==> src/rtl/hazard_stall_ctrl.sv <==
// hazard_stall_ctrl
//   Pipeline hazard and stall controller sitting beside the ID stage. Detects load-use hazards,
//   holds the front end while a multi-cycle execution unit is busy (with timeout/abort), and
//   flushes younger stages on a taken branch.
// Ports:
//   CLK, RESET         clock (rising edge), asynchronous active-high reset
//   exMemRead, exRd    EX instruction is a load / its destination register
//   idRs1, idRs2       ID instruction source registers
//   idUsesRs1/Rs2      ID instruction actually reads rs1 / rs2
//   mcStart, mcDone    ID op needs the multi-cycle unit / unit result-ready pulse
//   branchTaken        EX resolved a taken branch this cycle
//   stall              hold the PC register
//   ifIdStall          hold the IF/ID register
//   ifIdFlush          clear IF/ID to a NOP
//   idExBubble         load a NOP into ID/EX
//   mcGo, mcAbort      start / cancel pulses to the multi-cycle unit
//   mcError            sticky timeout flag, cleared only by RESET
//   stallCycles        saturating count of cycles with stall = 1
module hazard_stall_ctrl #(
   parameter int unsigned REGBITS   = 5,
   parameter int unsigned MCTIMEOUT = 64,
   parameter int unsigned CNTBITS   = 16
) (
   input  logic               CLK,
   input  logic               RESET,
   input  logic               exMemRead,
   input  logic [REGBITS-1:0] exRd,
   input  logic [REGBITS-1:0] idRs1,
   input  logic [REGBITS-1:0] idRs2,
   input  logic               idUsesRs1,
   input  logic               idUsesRs2,
   input  logic               mcStart,
   input  logic               mcDone,
   input  logic               branchTaken,
   output logic               stall,
   output logic               ifIdStall,
   output logic               ifIdFlush,
   output logic               idExBubble,
   output logic               mcGo,
   output logic               mcAbort,
   output logic               mcError,
   output logic [CNTBITS-1:0] stallCycles
);

   localparam int unsigned WcntBits = $clog2(MCTIMEOUT + 1);
   localparam logic [WcntBits-1:0] WcntLast = WcntBits'(MCTIMEOUT - 1);

   typedef enum logic {StRun, StMcWait} state_e;

   state_e              state_q, state_d;
   logic [WcntBits-1:0] wcnt_q, wcnt_d;
   logic                err_q, err_set;
   logic [CNTBITS-1:0]  cnt_q;
   logic                load_use;

   // Register 0 is hard-wired zero, so a load targeting it never creates a hazard.
   assign load_use = exMemRead && (exRd != '0) &&
                     ((idUsesRs1 && (idRs1 == exRd)) || (idUsesRs2 && (idRs2 == exRd)));

   always_comb begin
      stall      = 1'b0;
      ifIdStall  = 1'b0;
      ifIdFlush  = 1'b0;
      idExBubble = 1'b0;
      mcGo       = 1'b0;
      mcAbort    = 1'b0;
      err_set    = 1'b0;
      state_d    = state_q;
      wcnt_d     = wcnt_q;
      unique case (state_q)
         StRun: begin
            if (branchTaken) begin
               ifIdFlush  = 1'b1;
               idExBubble = 1'b1;
            end else if (load_use) begin
               stall      = 1'b1;
               ifIdStall  = 1'b1;
               idExBubble = 1'b1;
            end else if (mcStart) begin
               stall      = 1'b1;
               ifIdStall  = 1'b1;
               idExBubble = 1'b1;
               mcGo       = 1'b1;
               wcnt_d     = '0;
               state_d    = StMcWait;
            end
         end
         StMcWait: begin
            if (branchTaken) begin
               // An older branch kills the multi-cycle op sitting in ID.
               mcAbort    = 1'b1;
               ifIdFlush  = 1'b1;
               idExBubble = 1'b1;
               state_d    = StRun;
            end else if (mcDone) begin
               state_d = StRun;
            end else if (wcnt_q == WcntLast) begin
               mcAbort    = 1'b1;
               err_set    = 1'b1;
               ifIdFlush  = 1'b1;
               idExBubble = 1'b1;
               state_d    = StRun;
            end else begin
               stall      = 1'b1;
               ifIdStall  = 1'b1;
               idExBubble = 1'b1;
               wcnt_d     = wcnt_q + WcntBits'(1);
            end
         end
         default: state_d = StRun;
      endcase
   end

   always_ff @(posedge CLK or posedge RESET) begin
      if (RESET) begin
         state_q <= StRun;
         wcnt_q  <= '0;
         err_q   <= 1'b0;
         cnt_q   <= '0;
      end else begin
         state_q <= state_d;
         wcnt_q  <= wcnt_d;
         if (err_set) begin
            err_q <= 1'b1;
         end
         if (stall && (cnt_q != '1)) begin
            cnt_q <= cnt_q + CNTBITS'(1);
         end
      end
   end

   assign mcError     = err_q;
   assign stallCycles = cnt_q;

endmodule

==> config.mk <==
export PLATFORM = sky130hd
export DESIGN_NAME = hazard_stall_ctrl
export DESIGN_NICKNAME = d
export VERILOG_FILES = /design/src/rtl/hazard_stall_ctrl.sv
export SDC_FILE = /design/constraint.sdc
export NUM_CORES = 1
export LEC_CHECK = 0
export BUFFER_PORTS_ARGS = -buffer_cell sky130_fd_sc_hd__buf_2
export CORE_MARGIN = 5
export CORE_UTILIZATION = 40
export CTS_CLUSTER_DIAMETER = 30
export DETAILED_ROUTE_END_ITERATION = 12
export PLACE_DENSITY_LB_ADDON = 0.3
export SYNTH_ARGS = -nofsm -noshare
export SYNTH_HDL_FRONTEND = slang
export SYNTH_SLANG_ARGS = --single-unit
==> constraint.sdc <==
create_clock -name CLK -period 2.28 [get_ports CLK]
set_clock_uncertainty 0.2 [all_clocks]
set_input_delay 0.228 -clock CLK [delete_from_list [all_inputs] [get_ports CLK]]
set_output_delay 0.228 -clock CLK [all_outputs]
set_load 0.01 [all_outputs]
Word level (Yosys, flattened, before mapping):

Cells that the tools add are included.

* add/sub/neg operators: 2
* equal/unequal tests: 10
* mux-type cells: 30
* bitwise operators: 1
* reduce and logical (&&, ||, !) cells: 8

Operators by type and width (number)
* two-way mux 7 bit: 6
* two-way mux 1 bit: 19
* adder 16 x 1 -> 16 bit, second input constant: 1
* != test 16 bit, second input constant: 1
* one-hot mux 7 bit (2 select lines): 1
* != test 2 bit, second input constant: 6
* == test 5 bit: 2
* one-hot mux 1 bit (2 select lines): 4
* adder 7 x 1 -> 7 bit, second input constant: 1
* == test 7 x 6 -> 1 bit, second input constant: 1
* AND reduction 6 bit: 1
* logical AND 1 bit: 5
* nonzero test 5 bit: 1
* logical OR 1 bit: 1
* NOT 1 bit: 1

* register bits after elaboration: 25
* input port bits: 23
* output and inout port bits: 23
* word-level logic and storage cells: 55

Logic depth before layout (Yosys ltp):

* depth in word-level cells: 8
* depth in mapped cells: 8
* gate-level depth less buffers: 7

Worst setup path before layout:

No wires, ideal clock.

* path type: flip-flop to flip-flop
* start: register wcnt_q[0]
* end: register cnt_q[10] (netlist: stallCycles[10])
* setup time: 125 ps
* arrival: 1732 ps
* data required time: 1955 ps
* path slack: 223 ps
* stages on the path, launching flop included: 9
* path buffers: 1
* period minus slack after synthesis: 2057 ps
* cells stage by stage: dfrtp_1 ha_1 nand3_1 o21bai_1 a21o_1 a31oi_1 buf_2 nand4b_1 xnor2_1

* word-level cells in the longest chain between the ends: 6

Ends and longest elaborated chain
* start, declared: RTL line 51 `logic [WcntBits-1:0] wcnt_q, wcnt_d;`
* start signal, assigned: RTL line 122 `wcnt_q <= wcnt_d;`
* == test 7 x 6 -> 1 bit: RTL line 97 `end else if (wcnt_q == WcntLast) begin`
* two-way mux 1 bit: RTL line 97
* two-way mux 1 bit: RTL line 95 `end else if (mcDone) begin`
* two-way mux 1 bit: RTL line 89 `if (branchTaken) begin`
* one-hot mux 1 bit (2 select lines): RTL line 70 `unique case (state_q)`
* logical AND 1 bit: RTL line 126 `if (stall && (cnt_q != '1)) begin`
* end signal, assigned: RTL line 127 `cnt_q <= cnt_q + CNTBITS'(1);`
* end, declared: RTL line 53 `logic [CNTBITS-1:0] cnt_q;`

No other way between the ends.
A chain may end at the register's enable or synchronous reset.

Final worst setup path:

* start: register wcnt_q[1]
* end: output port stall

* word-level cells in the longest chain between the ends: 5

Ends and longest elaborated chain
* == test 7 x 6 -> 1 bit: RTL line 97
* two-way mux 1 bit: RTL line 97
* two-way mux 1 bit: RTL line 95
* two-way mux 1 bit: RTL line 89
* one-hot mux 1 bit (2 select lines): RTL line 70
* end, declared: RTL line 35 `output logic stall,`

No other way between the ends.

==> results.json <==
{
  "setup_tns_ns": 0,
  "peakVddDrop_uv": 356,
  "cts_tree": "built",
  "endpoint_kind": "output port",
  "final_common_cell": "buf_2",
  "p_leak_nw": 0.914,
  "status": "completed",
  "initial_utilization_pct": 40.7,
  "grt_overflow": 0,
  "finalWorstSetupSlack_ns": 0.131,
  "grt_pass1_vias": 1306,
  "ioPinCount": 46,
  "clockBufferDepth": 2,
  "final.min_clock_period_ns": 2.15,
  "synth_area_mm2": 0.00148,
  "core_area_mm2": 0.00363,
  "rows": 22,
  "post-route-period-util_pct": 94.3,
  "crit_required_ns": 1.85,
  "grt_max_degree": 26,
  "slew_headroom_pct": 73.5,
  "dr.pass1.iters": 4,
  "cp-start-kind": "flip-flop",
  "hold_class": "primary input to flip-flop",
  "drt-total-wl_um": 3570,
  "ys_seq_area_share_pct": 42.3,
  "cts_inserted_buffers": 3,
  "cp.arrival_ns": 1.72,
  "dieArea_mm2": 0.00501,
  "dieHeight_um": 70.8,
  "slowest_stage": "dfrtp_1",
  "max_cap_violations": 0,
  "max_freq_ghz": 0.465,
  "tightest_slew_ns": 0.397,
  "antenna_found_initial": 0,
  "cp_max_fo": 4,
  "gp_congestion": 0.899,
  "yosysWarnings": 0,
  "drt-initial-drc-count": 45,
  "vias_per_cell": 5.26,
  "hold_ws_ns": 0.180,
  "hold_viol": 0,
  "ant_nets": 0,
  "synth_cell_types": 41,
  "setup-violations-final": 0,
  "die_x_um": 70.8,
  "clkSinkCount": 25,
  "most-common-layout-cells": "buf_2, dfrtp_1, xnor2_1",
  "finalPower_mw": 1.18,
  "syn-num-nets": 171,
  "fin_nets": 227,
  "ys_ff_latch": 25,
  "wire_per_inst_um": 14.3,
  "dp_hpwl_um": 2750,
  "drive_gt1_share_pct": 36.8,
  "crit_type": "flip-flop to output port",
  "final_max_slew_viol_count": 0,
  "htreeDepth": 1,
  "crit_path_cell_trace": "ha_4 -> nand3_2 -> o21bai_1 -> a21oi_1 -> a31oi_4 -> inv_1 -> buf_2",
  "grt_pass1_wl_um": 5930,
  "insertion_delay_ns": 0.27,
  "diodes": 0,
  "area_growth_pct": 28.4,
  "utilization_pct": 52.2,
  "post-place-ws_ns": 0.0759,
  "vias": 1309,
  "powerDensity_mw_per_mm2": 622,
  "grt_setup_unrepaired": "false",
  "drc": 0,
  "syn_avg_cell_area_um2": 10.1,
  "syn-instance-count": 146,
  "cts_root_buf": "clkbuf_8",
  "clk_pin_slew_ns": 0.08,
  "slowest_delay_ns": 0.42,
  "grt_usage_pct": 14.5,
  "io_buffer_count": 45
}
==> worst max-delay path, delay by kind of cell, from the launching register on <==
kind                       cells  cell delay, ns
and+or+nand+nor                1            0.10
DFF                            1            0.42
buffers and inverters          2            0.22
adders and majority gates      1            0.17
AOI/OAI and AO/OA              3            0.56
==> layout make-up <==
cell class	count	area, µm²
clock buffer	4	45.0
fill	342	1740
inverter	5	18.8
multi-input combinational	112	845
sequential	25	626
tap	48	60.1
timing repair buffer	55	303
==> per-stage QoR <==
step / cell area [µm²] / std cells
global placement: 1780 / 241
detailed placement: 1780 / 241
global route: 1900 / 249
CTS: 1850 / 247
finish: 1900 / 249
floorplan: 1480 / 146
==> routing by layer <==
metal  track usage, %  up-vias  part of all wire, %
met3             2.70        4                  5.9
met5                0        -                    0
met1             18.1      643                   44
met4             5.64        0                  1.1
met2             24.7       32                   49
li1                 -      630                    -
==> registers in the layout, indices dropped and copies added, names as in the netlist <==
name,cells
wcnt_q,7
mcError,1
state_q,1
stallCycles,16
==> cells in the mapped netlist, drive strengths merged <==
cell,number,area (µm²)
nand2,16,60.1
xnor2,21,184
mux2,4,45.0
nand4b,2,23.8
nand2b,3,18.8
buf,3,23.8
a22o,3,26.3
a31oi,3,25.0
nor3,3,15.0
o22ai,1,6.26
a21o,2,15.0
xor2,3,26.3
nand4,5,37.5
a31o,1,8.76
and4,2,17.5
nand3b,1,7.51
or4,1,7.51
mux2i,1,10.0
a211o,1,8.76
ha,2,25.0
clkbuf,1,3.75
and3,5,31.3
nor2,7,26.3
dfrtp,25,626
and2,1,6.26
o21a,3,22.5
a21boi,1,7.51
nor4,1,6.26
nand3,12,95.1
a21oi,3,15.0
nor3b,2,15.0
o21ai,1,5.00
inv,5,18.8
o21bai,1,7.51
==> cell families after synthesis <==
group	share of synthesized area, %
mux	3.73
buf+inv	3.13
flops	42.3
xor+xnor	14.2
compound gates	9.99
fa+ha+maj	1.69
simple gates	24.9
==> report_power, final <==
part	total [mW]	internal [mW]	switching (mW)
logic	0.328	0.160	0.168
registers	0.588	0.505	0.0831
clock network	0.264	0.125	0.139
==> path summary, 6_finish.rpt <==
path / from / slack (ns) / depth (start not counted) / endpoint
setup / recovery: wcnt_q[1]$_DFFE_PP0P_ / 0.13 / 7 / stall
hold / removal: branchTaken / 0.18 / 3 / mcError$_DFFE_PP0P_
setup reg to reg: wcnt_q[1]$_DFFE_PP0P_ / 0.16 / 8 / stallCycles[15]$_DFFE_PP0P_
hold reg to reg: mcError$_DFFE_PP0P_ / 0.26 / 1 / mcError$_DFFE_PP0P_
max in group asynchronous: RESET / 1.29 / 4 / wcnt_q[5]$_DFFE_PP0P_
min in group asynchronous: RESET / 0.34 / 4 / stallCycles[12]$_DFFE_PP0P_
==> what timing repair did <==
action | 4_1_cts | 5_1_grt
hold buffers | 1 | 0
pin swaps | 1 | 2
setup endpoints to repair | 2 | 7
hold endpoints to repair | 25 | 0
setup buffers | 1 | 2
resized for setup | 1 | 5
Power figures use the tool's default switching activity.
